File: config.mk
export PLATFORM = sky130hd
export DESIGN_NAME = decoder_seq_onehot
export DESIGN_NICKNAME = d
export VERILOG_FILES = /design/src/rtl/decoder_seq_onehot.sv
export SDC_FILE = /design/constraint.sdc
export NUM_CORES = 1
export LEC_CHECK = 0
export BUFFER_PORTS_ARGS = -buffer_cell sky130_fd_sc_hd__clkbuf_2
export CAP_MARGIN = 15
export CELL_PAD_IN_SITES_DETAIL_PLACEMENT = 1
export CELL_PAD_IN_SITES_GLOBAL_PLACEMENT = 1
export CORE_AREA = 2 2 83 45
export DETAILED_ROUTE_END_ITERATION = 8
export DIE_AREA = 0 0 85 47
export HOLD_SLACK_MARGIN = 0.05
export PLACE_DENSITY = 0.77
export SLEW_MARGIN = 20
export SYNTH_ARGS = -nofsm -noshare
export SYNTH_HDL_FRONTEND = slang
export SYNTH_SLANG_ARGS = --single-unit
File: constraint.sdc
create_clock -name clk_i -period 2.02 [get_ports clk_i]
set_input_delay 0.303 -clock clk_i [delete_from_list [all_inputs] [get_ports clk_i]]
set_output_delay 0.303 -clock clk_i [all_outputs]
set_load 0.02 [all_outputs]
File: src/rtl/decoder_seq_onehot.sv
// Registered binary-to-one-hot decoder with direct, scan and sweep modes.
// One-hot select for chip-select, LED-column or channel-enable lines.
module decoder_seq_onehot #(
  parameter int N     = 3,
  parameter int DWELL = 4
) (
  input  logic              clk_i,
  input  logic              rst_i,
  input  logic              en_i,
  input  logic [1:0]        mode_i,
  input  logic [N-1:0]      x_i,
  input  logic              load_i,
  output logic [2**N-1:0]   y_o,
  output logic [N-1:0]      idx_o,
  output logic              wrap_o,
  output logic              done_o
);

  localparam int M  = 2**N;
  localparam int CW = (DWELL > 1) ? $clog2(DWELL) : 1;

  localparam logic [CW-1:0] CNT_LAST = CW'(DWELL - 1);
  localparam logic [N-1:0]  IDX_LAST = {N{1'b1}};
  localparam logic [M-1:0]  ONE      = M'(1);

  typedef enum logic [2:0] {
    S_IDLE,
    S_DIRECT,
    S_SCAN,
    S_SWEEP,
    S_DONE
  } state_e;

  state_e        state_q, state_d;
  logic [M-1:0]  y_q, y_d;
  logic [N-1:0]  idx_q, idx_d;
  logic [CW-1:0] cnt_q, cnt_d;
  logic          wrap_q, wrap_d;
  logic          done_q, done_d;

  logic          last_dwell;
  logic          at_top;
  logic [N-1:0]  idx_inc;
  logic [M-1:0]  y_x;
  logic [M-1:0]  y_inc;

  assign last_dwell = (cnt_q == CNT_LAST);
  assign at_top     = (idx_q == IDX_LAST);
  assign idx_inc    = idx_q + 1'b1;
  assign y_x        = ONE << x_i;
  assign y_inc      = ONE << idx_inc;

  always_ff @(posedge clk_i) begin
    if (rst_i) begin
      state_q <= S_IDLE;
      y_q     <= '0;
      idx_q   <= '0;
      cnt_q   <= '0;
      wrap_q  <= 1'b0;
      done_q  <= 1'b0;
    end else begin
      state_q <= state_d;
      y_q     <= y_d;
      idx_q   <= idx_d;
      cnt_q   <= cnt_d;
      wrap_q  <= wrap_d;
      done_q  <= done_d;
    end
  end

  always_comb begin
    state_d = state_q;
    y_d     = y_q;
    idx_d   = idx_q;
    cnt_d   = cnt_q;
    wrap_d  = 1'b0;
    done_d  = done_q;

    if (en_i) begin
      unique case (mode_i)
        2'b00: begin
          state_d = S_IDLE;
          y_d     = '0;
          done_d  = 1'b0;
        end

        2'b01: begin
          state_d = S_DIRECT;
          idx_d   = x_i;
          y_d     = y_x;
          done_d  = 1'b0;
        end

        2'b10: begin
          done_d = 1'b0;
          if (state_q != S_SCAN) begin
            state_d = S_SCAN;
            idx_d   = '0;
            y_d     = ONE;
            cnt_d   = '0;
          end else if (load_i) begin
            idx_d = x_i;
            y_d   = y_x;
            cnt_d = '0;
          end else if (last_dwell) begin
            idx_d  = idx_inc;
            y_d    = y_inc;
            cnt_d  = '0;
            wrap_d = at_top;
          end else begin
            cnt_d = cnt_q + 1'b1;
          end
        end

        2'b11: begin
          if (state_q == S_DONE) begin
            y_d    = '0;
            done_d = 1'b1;
          end else if (state_q != S_SWEEP) begin
            state_d = S_SWEEP;
            idx_d   = '0;
            y_d     = ONE;
            cnt_d   = '0;
            done_d  = 1'b0;
          end else if (load_i) begin
            idx_d = x_i;
            y_d   = y_x;
            cnt_d = '0;
          end else if (last_dwell) begin
            cnt_d = '0;
            // Last index finished its dwell: park with idx held.
            if (at_top) begin
              state_d = S_DONE;
              y_d     = '0;
              done_d  = 1'b1;
            end else begin
              idx_d = idx_inc;
              y_d   = y_inc;
            end
          end else begin
            cnt_d = cnt_q + 1'b1;
          end
        end

        default: begin
          state_d = S_IDLE;
          y_d     = '0;
          done_d  = 1'b0;
        end
      endcase
    end
  end

  assign y_o    = y_q;
  assign idx_o  = idx_q;
  assign wrap_o = wrap_q;
  assign done_o = done_q;

endmodule

======== Word-level counts from Yosys, hierarchy flattened ========
Index checks and enable logic that the tools add are counted.
storage, ports and cells
  register bits after elaboration ......... 18
  bits of input ports ..................... 9
  output and inout bits ................... 13
  logic and storage cells ................. 80
cells by class
  $add $sub $neg .......................... 2
  reduce and logical (&&, ||, !) cells .... 10
  bitwise operators ....................... 3
  shifts and indexed selects .............. 2
  equal/unequal tests ..................... 20
  muxes and demuxes ....................... 37
operators by type and width
  cell                                             number
  two-way mux 8 bit                                8
  two-way mux 3 bit                                14
  one-hot mux 8 bit (4 select lines)               1
  != test 4 bit, second input constant             6
  << shifter 1 x 3 -> 8 bit, first input constant  2
  one-hot mux 3 bit (4 select lines)               1
  AND reduction 6 bit                              2
  two-way mux 2 bit                                5
  != test 3 bit, second input constant             3
  one-hot mux 3 bit (3 select lines)               1
  equality test 2 bit, second input constant       3
  equality test 3 bit, second input constant       2
  != test 3 x 2 -> 1 bit, second input constant    2
  AND reduction 3 bit                              2
  OR reduction 6 bit                               1
  two-way mux 1 bit                                5
  != test 5 bit, second input constant             1
  != test 2 bit, second input constant             2
  one-hot mux 2 bit (2 select lines)               1
  AND reduction 4 bit                              1
  adder 3 x 1 -> 3 bit, second input constant      1
  NOT 1 bit                                        3
  nonzero test 3 bit                               1
  OR reduction 3 bit                               1
  other kinds (5)                                  5

======== Depth between registers and ports, before layout ========
  word-level depth ........................ 8
  mapped depth ............................ 6
  depth with buffers taken out ............ 6

======== Least setup slack after synthesis ========
No wires, ideal clock.
  path type ............................... register to register
  start ................................... register idx_q[1] (netlist: idx_o[1])
  end ..................................... register idx_q[0] (netlist: idx_o[0])
  required time ........................... 1899 ps
  arrival time ............................ 1659 ps
  library setup time ...................... 121 ps
  path buffers ............................ 0
  period minus slack after synthesis ...... 1779 ps
  cell stages (with the launch flop) ...... 7
  setup slack ............................. 241 ps
  cell sequence ........................... dfxtp_1 -> ha_1 -> ha_1 -> nor2b_1 -> a31oi_1 -> o21ai_2 -> mux2_2
between the ends
  cells in the longest elaborated chain, start to end .. 3
RTL lines
  what                           line  text
  start, declared                36    logic [N-1:0] idx_q, idx_d;
  start signal, assigned         64    idx_q <= idx_d;
  equality test 3 bit            48    assign at_top = (idx_q == IDX_LAST);
  named net at_top               42    logic at_top;
  != test 4 bit (no line)        -
  AND reduction 6 bit (no line)  -
The timed path passes the listed nets, and every way through them passes these cells.
A chain may end at the register's enable or synchronous reset.

======== Final worst setup path ========
  start ................................... register idx_q[0] (netlist: idx_o[0])
  end ..................................... register idx_q[1] (netlist: idx_o[1])
Same word-level chain as after synthesis.

==> results_dict.tcl <==
set metrics [dict create \
    ys_warn_count 0 \
    worst_ep_arrival_time_ns 2.09 \
    ys_async_sr_fraction_pct 0 \
    antennaDiodeCount 0 \
    critPathLaunch "idx_o[0]" \
    whs_ns 0.387 \
    path_cells "ha_1, ha_1, nor2b_2, a31oi_1, o21ai_2, mux2_2" \
    die_w_um 85 \
    viasPerCell 6.12 \
    crit_top_cell "ha_1" \
    synth-seq-cells 18 \
    fmax_mhz 518 \
    drc 0 \
    wirelength_mm 4.05 \
    status "completed" \
    period_needed_ns 1.93 \
    core-area_sq_um 3280 \
    clk_pin_slew_ns 0.08 \
    yosysSeqAreaShare_pct 27.6 \
    cts_max_path_buffers 2 \
    end_kind "flip-flop" \
    cap_violations 0 \
    nNetsFinal 194 \
    power_density_nw_per_um2 581 \
    worst_pin_slew_ns 0.523 \
    grtUsageTotal_pct 21.8 \
    fp-row-count 15 \
    port_buffers 21 \
    final.setup_skew_ns 0.00333 \
    vdd_drop_max_mv 0.297 \
    grt_pass1_vias 1280 \
    cts-htree-levels 1 \
    finalSetupViolations 0 \
    tns_ns 0 \
    clock_sinks 18 \
    gr-total-overflow 0 \
    cts_tree "built" \
    synth_edf_count 0 \
    hp-class "primary input to flip-flop" \
    slew_headroom_pct 65.0 \
    stdcell_area_sq_um 1490 \
    multi_input_area_sq_um 863 \
    critPathMaxFanout 5 \
    synthToLayoutAreaGrowth_pct 14.1 \
    ant_nets 0 \
    post_cts.repair.setup_buffers 0 \
    drtPass1Iterations 4 \
    syn-num-nets 175 \
    critPathKind "flip-flop to flip-flop" \
    syn_area_sq_um 1310 \
    critPathRequiredTime_ns 2.18 \
    min_from "en_i" \
    ys.flop_type "dfxtp_1" \
    synth_area_leaders "dfxtp_1, ha_1, nand2b_1" \
    routedWlPerCell_um 18.6 \
    cts.root.buffer_cell "clkbuf_8" \
    seqCellArea_sq_um 360 \
    synth_cell_types 46 \
    hpwl_mm 3.05 \
    syn_inst 158 \
    layout_commonest_cell "clkbuf_2" \
    yosysTopAreaCellShare_pct 27.6 \
    start_util_pct 39.7 \
    crit_buf_inv 0 \
    place_congestion 0.873 \
    fin_util_pct 45.3 \
    num_vias 1334 \
    grt_max_degree 20 \
    min_period_over_period_pct 95.6 \
    first_iter_violations 111 \
    cts_buffers 3 \
    drive_above_1_share_pct 20.5 \
    syn_avg_cell_area_sq_um 8.26 \
    final_cell_mix "clkbuf_2, dfxtp_1, nand2b_1" \
    worst_path_max_delay_cell "dfxtp_1" \
    synth_top_area_cell "dfxtp_1" \
    hold_viol 0 \
    pin_count 22 \
    critPathTopFamily "adder cells" \
    fp.dieH_um 47 \
    die-area_sq_um 4000 \
    drv_slew 0 \
    cp-start-kind "flip-flop" \
    antenna_found_initial 0 \
    nFillCells 411 \
    worstSkewPairLatency_ns 0.26 \
    p_leak_nw 0.568 \
    grt_pass1_wl_mm 6.62 \
    r2r-start "idx_o[0]" \
    placed_cell_area_sq_um 1430 \
    cpPeakStageDelay_ns 0.43 \
]
## registers in the layout, indices dropped and copies added (netlist names)
signal	count
cnt_q	2
done_o	1
idx_o	3
state_q	3
wrap_o	1
y_o	8
## repair_timing
action,4_1_cts,5_1_grt
hold buffers,0,0
resized for setup,0,1
setup endpoints to repair,0,4
## routing by layer
| layer | global-route usage, % | wire length (um) | up-vias |
|---|---|---|---|
| li1 | - | - | 633 |
| met1 | 30.9 | 2060 | 645 |
| met2 | 33.8 | 1690 | 51 |
| met3 | 6.68 | 264 | 5 |
| met4 | 3.49 | 36 | 0 |
| met5 | 0 | 0 | - |
## synthesized netlist by cell type (2+ instances only)
master	number
a21oi_1	7
a31oi_1	9
a32oi_1	3
buf_2	4
clkbuf_1	4
dfxtp_1	18
ha_1	8
inv_1	8
mux2_2	3
nand2_1	8
nand2b_1	12
nand3_1	4
nand3b_1	4
nand4_1	7
nor2_1	8
nor2b_1	3
nor3_1	2
nor3b_1	4
o21ai_0	2
o22ai_1	4
o2bb2ai_1	8
o32ai_1	2
xnor2_1	2
xor2_1	2
## worst min-delay path: stages
cell and delay, ns:
clkbuf_2 0.15, nand3b_1 0.11, nor3_1 0.04
## through the flow
stage | worst slack (ns) | std cells | power (mW)
floorplan | 0.241 | 158 | 0.496
global route | -0.00520 | 218 | 0.899
global placement | 0.250 | 214 | 0.543
detailed placement | 0.102 | 214 | 0.552
CTS | 0.0692 | 218 | 0.860
finish | 0.0880 | 218 | 0.865
## path summary, 6_finish.rpt
kind / slack (ns) / to / cells after the start
worst max-delay path: 0.09 / idx_o[1] / 6
worst min-delay path: 0.39 / wrap_o / 3
worst max register to register: 0.09 / idx_o[1] / 6
worst min register to register: 0.47 / y_o[7] / 1
## final cells by class
type                       count  share of cell area [%]
tap                           42                    3.53
clock buffer                   4                    3.70
sequential                    18                    24.2
timing repair buffer          24                    8.57
multi-input combinational    122                    58.0
inverter                       8                    2.02
## cell families (layout without fill, tap and decap cells)
logic type,after synthesis,count (layout),share of synthesized area (%)
simple gates,60,60,26.7
compound gates,47,47,26.4
flops,18,18,27.6
buf+inv,18,36,6.42
xor+xnor,4,4,2.69
fa+ha+maj,8,8,7.67
mux,3,3,2.59
## power breakdown
part,total [mW],internal (mW),switching (mW),leakage [nW]
sequential,0.379,0.364,0.0143,0.146
clock,0.317,0.174,0.144,0.0288
combinational,0.169,0.0585,0.110,0.393
Power figures use the tool's default switching activity.
